`src/rtl/fetch_queue.sv`:
```
// rtl/fetch_queue.sv - instruction prefetch queue between the fetch front end and decode
//
// Purpose: issues sequential word-aligned fetches to a 1-cycle-latency instruction
// memory, buffers returned {pc, instr} pairs in a DEPTH-entry FIFO and hands them to
// decode over a valid/ready handshake. A redirect flushes the queue and restarts fetch
// at the target; responses to requests issued before the redirect are dropped by epoch.
//
// Optional feature: define FQ_BYPASS_EN to let a response go straight to decode
// when the FIFO is empty (1-cycle request-to-decode latency instead of 2).
//
// Ports:
//   clk            clock, all state on rising edge
//   rst            asynchronous active-low reset
//   redirect_valid taken branch/jump, highest priority
//   redirect_pc    redirect target, low two bits ignored
//   imem_req       fetch request this cycle
//   imem_addr      word-aligned fetch address
//   imem_rvalid    response valid, one cycle after the request
//   imem_rdata     returned instruction
//   out_valid      head entry available to decode
//   out_ready      decode accepts head entry
//   out_pc         PC of head entry (0 when out_valid=0)
//   out_instr      instruction of head entry (NOP when out_valid=0)
module fetch_queue #(
  parameter int              DEPTH    = 4,
  parameter int              XLEN     = 32,
  parameter logic [XLEN-1:0] RESET_PC = '0
) (
  input  logic            clk,
  input  logic            rst,
  input  logic            redirect_valid,
  input  logic [XLEN-1:0] redirect_pc,
  output logic            imem_req,
  output logic [XLEN-1:0] imem_addr,
  input  logic            imem_rvalid,
  input  logic [XLEN-1:0] imem_rdata,
  output logic            out_valid,
  input  logic            out_ready,
  output logic [XLEN-1:0] out_pc,
  output logic [XLEN-1:0] out_instr
);

  localparam int              PW  = $clog2(DEPTH);
  localparam int              CW  = PW + 1;
  localparam logic [XLEN-1:0] NOP = XLEN'(32'h0000_0013);

  logic [XLEN-1:0] fetch_pc_q, fetch_pc_d;
  logic [XLEN-1:0] req_pc_q;
  logic            inflight_q;
  logic            tag_q;
  logic            epoch_q;
  logic [CW-1:0]   count_q, count_d;
  logic [PW-1:0]   rd_ptr_q, wr_ptr_q;
  logic [XLEN-1:0] pc_mem_q    [DEPTH];
  logic [XLEN-1:0] instr_mem_q [DEPTH];

  logic          issue, resp_ok, push, pop;
  logic [CW:0]   occupancy;

  // Credit check counts the outstanding request so a response always has a slot.
  // Gating with rst keeps imem_req low while reset is held.
  always_comb begin
    occupancy = {1'b0, count_q} + {{CW{1'b0}}, inflight_q};
    issue     = rst && !redirect_valid && (occupancy < (CW+1)'(DEPTH));
    resp_ok   = imem_rvalid && inflight_q && (tag_q == epoch_q);
  end

  assign imem_req  = issue;
  assign imem_addr = fetch_pc_q;

  always_comb begin
    out_valid = 1'b0;
    out_pc    = '0;
    out_instr = NOP;
    push      = 1'b0;
    pop       = 1'b0;
    if (!redirect_valid) begin
      if (count_q != '0) begin
        out_valid = 1'b1;
        out_pc    = pc_mem_q[rd_ptr_q];
        out_instr = instr_mem_q[rd_ptr_q];
        pop       = out_ready;
        push      = resp_ok;
      end
`ifdef FQ_BYPASS_EN
      else if (resp_ok) begin
        // Empty queue: present the response directly; only store it if decode stalls.
        out_valid = 1'b1;
        out_pc    = req_pc_q;
        out_instr = imem_rdata;
        push      = !out_ready;
      end
`else
      else begin
        push = resp_ok;
      end
`endif
    end
  end

  always_comb begin
    fetch_pc_d = fetch_pc_q;
    count_d    = count_q + CW'(push) - CW'(pop);
    if (redirect_valid) begin
      fetch_pc_d = redirect_pc & ~XLEN'(3);
      count_d    = '0;
    end else if (issue) begin
      fetch_pc_d = fetch_pc_q + XLEN'(4);
    end
  end

  always_ff @(posedge clk or negedge rst) begin
    if (!rst) begin
      fetch_pc_q <= RESET_PC;
      req_pc_q   <= '0;
      inflight_q <= 1'b0;
      tag_q      <= 1'b0;
      epoch_q    <= 1'b0;
      count_q    <= '0;
      rd_ptr_q   <= '0;
      wr_ptr_q   <= '0;
    end else begin
      fetch_pc_q <= fetch_pc_d;
      count_q    <= count_d;
      inflight_q <= issue;
      if (issue) begin
        tag_q    <= epoch_q;
        req_pc_q <= fetch_pc_q;
      end
      if (redirect_valid) begin
        epoch_q  <= ~epoch_q;
        rd_ptr_q <= '0;
        wr_ptr_q <= '0;
      end else begin
        if (push) wr_ptr_q <= wr_ptr_q + PW'(1);
        if (pop)  rd_ptr_q <= rd_ptr_q + PW'(1);
      end
    end
  end

  // Storage needs no reset: entries are only read while count_q says they are valid.
  always_ff @(posedge clk) begin
    if (push) begin
      pc_mem_q[wr_ptr_q]    <= req_pc_q;
      instr_mem_q[wr_ptr_q] <= imem_rdata;
    end
  end

endmodule

```
`config.mk`:
```
export PLATFORM = sky130hd
export DESIGN_NAME = fetch_queue
export DESIGN_NICKNAME = d
export VERILOG_FILES = /design/src/rtl/fetch_queue.sv
export SDC_FILE = /design/constraint.sdc
export NUM_CORES = 1
export LEC_CHECK = 0
export CORE_AREA = 10 10 182 184
export DETAILED_ROUTE_END_ITERATION = 10
export DIE_AREA = 0 0 192 194
export PLACE_DENSITY = 0.69
export SLEW_MARGIN = 20
export SYNTH_ARGS = -nofsm -noshare
export SYNTH_HDL_FRONTEND = slang
export SYNTH_SLANG_ARGS = --single-unit
```
`constraint.sdc`:
```
create_clock -name clk -period 3.07 [get_ports clk]
set_clock_uncertainty 0.1 [all_clocks]
set_input_delay 0.307 -clock clk [delete_from_list [all_inputs] [get_ports clk]]
set_output_delay 0.307 -clock clk [all_outputs]
set_load 0.02 [all_outputs]
```
Yosys cells after proc, flatten, opt, wreduce, memory -nomap -nowiden
Memory sizes are Yosys's and may differ from the RTL's.
Index checks and enable logic that the tools add are counted.
Word-level totals
  flip-flop bits (word level): 74
  memory bits (writable): 256
  input port bits: 69
  output and inout port bits: 98
  memories: 2
Operators by class
  add/subtract/negate cells: 6
  $lt $le $gt $ge: 1
  equality and inequality tests: 1
  mux-type cells: 18
  bitwise gates (word level): 1
  reductions and logical operators: 9
Memory list
  instr_mem_q: words 4, width 32, rd ports 1, clocked after memory_dff 0, wr ports 1, RTL line 55  | logic [XLEN-1:0] instr_mem_q [DEPTH];
  pc_mem_q: words 4, width 32, rd ports 1, clocked after memory_dff 0, wr ports 1, RTL line 54  | logic [XLEN-1:0] pc_mem_q [DEPTH];
Operators by type and width (count)
  $mux 32: 6
  $add 32x3->32 const B: 1
  $mux 2: 4
  $mux 1: 7
  $reduce_bool 2->1: 3
  $add 2x1->2 const B: 2
  $add 3x1->4: 1
  $logic_and 1x1->1: 4
  $lt 4x3->1 const B: 1
  $add 3x1->3: 1
  $mux 3: 1
  $reduce_bool 3->1: 1
  $sub 3x1->3: 1
  $eq 1x1->1: 1
  $logic_not 1->1: 1
  $not 1->1: 1

Depth between registers and ports, before layout
  word-level depth: 6
  gate-level depth with buffers: 12

Least setup slack after synthesis
OpenSTA, ideal clock, no wires.
  path kind: input-to-reg
  from: input redirect_valid
  to: memory instr_mem_q[3][0] (enable)
  setup time: 0.427 ns
  data arrival time: 2.659 ns
  slack: -0.116 ns
  stages: 5
  cell sequence: clkbuf_1 -> inv_1 -> clkbuf_1 -> clkbuf_1 -> and3_1
Between the ends
  longest elaborated chain between the ends: 3
RTL lines
  from (decl): RTL line 31  | input logic redirect_valid,
  $mux 1: RTL line 77  | if (!redirect_valid) begin
  $mux 1: RTL line 143  | if (push) begin
  $mux 1 (implied by the code): RTL line 145  | instr_mem_q[wr_ptr_q] <= imem_rdata;
  to (decl): RTL line 55
Every way passes these cells.

Worst setup path in the final report
  from: register rd_ptr_q[0]
  to: output out_pc[20]
Between the ends
  longest elaborated chain between the ends: 3
RTL lines
  from (decl): RTL line 53  | logic [PW-1:0] rd_ptr_q, wr_ptr_q;
  from (signal assigned): RTL line 136  | if (pop) rd_ptr_q <= rd_ptr_q + PW'(1);
  $mem_v2 4x32
  $mux 32: RTL line 78  | if (count_q != '0) begin
  $mux 32: RTL line 77
  to (decl): RTL line 39  | output logic [XLEN-1:0] out_pc,
Every way passes these cells.

==> results <==
- Dividing the detail-routed via count by the number of cells gives 5.51.
- The sort of element at the start of the critical path is a register.
- The final-report hold violation count was 0.
- The maximum buffer depth of the clock tree is 3.
- The power per unit of standard cell area is 727 mW/mm^2.
- Summed over all cells, the static leakage comes to 5.53 nW.
- After detailed routing, the number of remaining DRC violations is 0.
- The total vias in the final route is 7516.
- The synthesized netlist devotes 9.60% of its cell area to simple gates.
- The final RePlAce weighted congestion is 0.792.
- The library cells used most frequently in the layout, excluding fill and tap cells, are 248 x edfxtp_1, 150 x clkdlybuf4s50_1, 68 x dfrtp_1.
- The number of placed instances, taps included is 1302.
- The number of buffers and inverters on the critical path is 2.
- Counting buffers and inverters, the worst setup path is 4 cells deep.
- In the synthesized netlist, the number of instances is 765.
- The total negative slack for setup checks is 0 ns.
- The required time at the worst-slack endpoint is 2.66 ns.
- Of the total synthesized cell area, the portion taken by full adders, half adders and majority gates is 0.917%.
- The layout cell share with drive strength beyond 1 is 20.3%.
- After Yosys synthesis, XOR and XNOR cells account for 0.468% of the synthesized area.
- The starting DRC count in detailed routing is 483.
- The most critical setup path has its startpoint at rd_ptr_q[0]$_DFFE_PN0P_.
- The worst hold path class is in -> async.
- The synthesis-to-finish area growth is 26.7%.
- IR analysis of the VDD net gives a maximum drop of 0.363 mV.
- The count of synthesis-stage warnings from yosys is 0.
- Entering global routing, the biggest net connects 44 pins.
- The number of nets in the final layout is 1028.
- The prevailing post-synth register cell is edfxtp_1.
- Clock latency on the worst-skew pair, taken at its later pin, is 0.49 ns.
- The tree is rooted in a clkbuf_16.
- The stage delay of the slowest cell on the critical path is 0.55 ns.
- The residual overflow from global routing is 0.
- Setup repair after global routing left no endpoint under its margin.
- Wires add up to 29300 um.
- The routed wire length per instance is 21.4 um.
- The number of cells on the worst reg-to-reg path is 11.
- The mux share of post-synthesis cell area is 13.5%.
- The signal on the critical path passes through buf_12, mux4_2, and2_1, clkdlybuf4s50_1.
- Static timing analysis puts the maximum clock frequency at 340 MHz.
- The end-of-flow core utilization is 56.5%.
- The H-tree was split into 2 levels.
- In this run the tool buffered the top-level ports with 160 buffer cells.
- The number of antenna violations at the first check in global routing is 0.
- The dominant combinational cell family by area after synthesis is multiplexers.
- Yosys mapped a number of flops with a built-in enable equal to 248.
- The width of the die is 192 um.
- The final antenna diode count is 0.
- The unique cell type count in the Yosys netlist is 55.
- After legalization and detailed placement, the total HPWL measured 19700 um.
- The synthesized netlist devotes 3.48% of its cell area to compound gates.
- STA classifies the critical path endpoint as an output pin.
- The aggregate global-route resource usage is 15.6%.
- The total area inside the core boundary comes to 0.0294 sq mm.
- The max-slew headroom at the worst pin is 56.7%.
- In this run the worst path has a maximum fanout of 18.
- The count of antenna-violating nets left after detailed routing is 0.
- For this configuration, the core starts out at a cell density of 44.6%.
- The placement row count is 63.
- The largest individual stage delay along the critical path comes from the cell clkdlybuf4s50_1.
- The post-layout instance count excluding filler cells is 1365.
- The worst flop-to-flop path startpoint is count_q[0]$_DFF_PN0_.
- The final count of negative-setup-slack endpoints is 0.
- The number of buffers created by CTS is 34.
- The first detailed-routing pass took 5 iterations.
- The post-synthesis instance area is 0.0131 sq mm.
- The number of flip-flops and latches in the synthesized netlist is 318.
- The height of the die is 194 um.
- Pin placement for this block handled 167 I/O pins.
- Across the run, the number of max-cap violations was 0.
- Summing the sequential cell areas from Yosys gives 70.2% of the chip area.
- The share of flip-flops with an asynchronous set or reset is 22.0%.
- CTS saw 318 sinks.
- The clock period minus final worst setup slack is 2.94 ns.
- The flow ran to the end, and the final reports show no timing, DRC or antenna violations.
- The TritonCTS clock tree is built.
- The kind of cell adding the most delay to the critical path is buffers and inverters.
- The via count of the first global-routing pass was 7854.
- The first global-routing pass estimated 45700 um of wire.
- Clock-pin slew was measured on the worst setup and hold paths at 0.06 ns.
- The number of max-slew violations in the final report came to 0.
- Leaving out fill and tap cells, the most frequent cell in the layout is edfxtp_1.
- At the pin with the least slew margin, the transition time is 0.650 ns.
- Dividing the synthesized area by the synthesized cell count gives 17.1 sq um.
- The total design power is 12.1 mW.
- The die covers 0.0372 sq mm.
- The share of the clock period used by the worst path is 95.9%.
- The category of the most critical setup path is reg -> out.
- Data arrives at the worst endpoint at 2.54 ns.
==> through the flow <==
stage,hold WS (ns),area (sq um),setup WS (ns)
floorplan,-0.0886,13100,0.114
global placement,0.103,15400,0.253
detailed placement,0.106,15400,0.268
CTS,0.115,16600,0.0364
global route,0.145,16600,0.0257
finish,0.133,16600,0.127
==> cell families (layout without fill, tap and decap cells) <==
group           count (synthesis)  count (layout)
compound gates                 65              65
flops                         318             318
buf+inv                        55             262
simple gates                  215             215
other cells                     1               4
mux                            95              95
xor+xnor                        7               7
fa+ha+maj                       9               9
==> state kept, by name (all words and copies together) (netlist names), 2 cells and up <==
signal       flops
pc_mem_q       120
count_q          3
req_pc_q        30
wr_ptr_q         2
instr_mem_q    128
rd_ptr_q         2
imem_addr       30
==> cells in the mapped netlist (all sizes together), types with 7 or more instances <==
library cell,number,area [sq um]
mux2,31,349
nor2,29,109
o21ai,7,35.0
or4,15,118
or3,8,50.1
and2,61,382
nand2,18,67.6
and3,10,63.8
nor2b,7,43.8
inv,8,30.0
nand4,13,81.3
edfxtp,248,7450
a31oi,19,119
buf,15,90.1
nand3,24,133
dfrtp,70,1750
mux4,62,1400
clkbuf,32,121
ha,8,100
nor3,10,50.1
o31ai,13,97.6
==> area by class of cell <==
cell class                 count  area [sq um]
clock buffer                  46           970
clock inverter                15           198
fill                        2289         12800
inverter                       8          30.0
multi-input combinational    395          3720
sequential                   318          9210
tap                          390           488
timing repair buffer         193          1990
==> power breakdown <==
part / internal [mW] / switching (mW)
sequential: 5.11 / 0.382
clock: 2.63 / 1.56
combinational: 1.28 / 1.11
total: 9.02 / 3.05
==> layer usage <==
layer | global-route usage, % | routed length (um)
met2 | 24.8 | 14000
met1 | 21.3 | 12800
met5 | 0 | 0
met4 | 3.15 | 323
met3 | 3.90 | 2120
==> repair_timing <==
action | CTS | global route
pin swaps | 0 | 0
hold buffers | 1 | 0
endpoints found under the hold margin | 30 | 0
gates resized for setup | 0 | 1
setup buffers | 1 | 0
setup endpoints to repair | 42 | 1
==> final timing paths <==
path,endpoint,slack (ns)
max,out_pc[20],0.13
min,imem_addr[5]$_DFFE_PN0P_,0.13
max reg2reg,count_q[2]$_DFF_PN0_,0.66
min reg2reg,pc_mem_q[0][4]$_DFFE_PP_,0.41
max in group asynchronous,rd_ptr_q[0]$_DFFE_PN0P_,1.86
min in group clk,imem_addr[2]$_DFFE_PN0P_,0.27
Power figures use the tool's default switching activity.
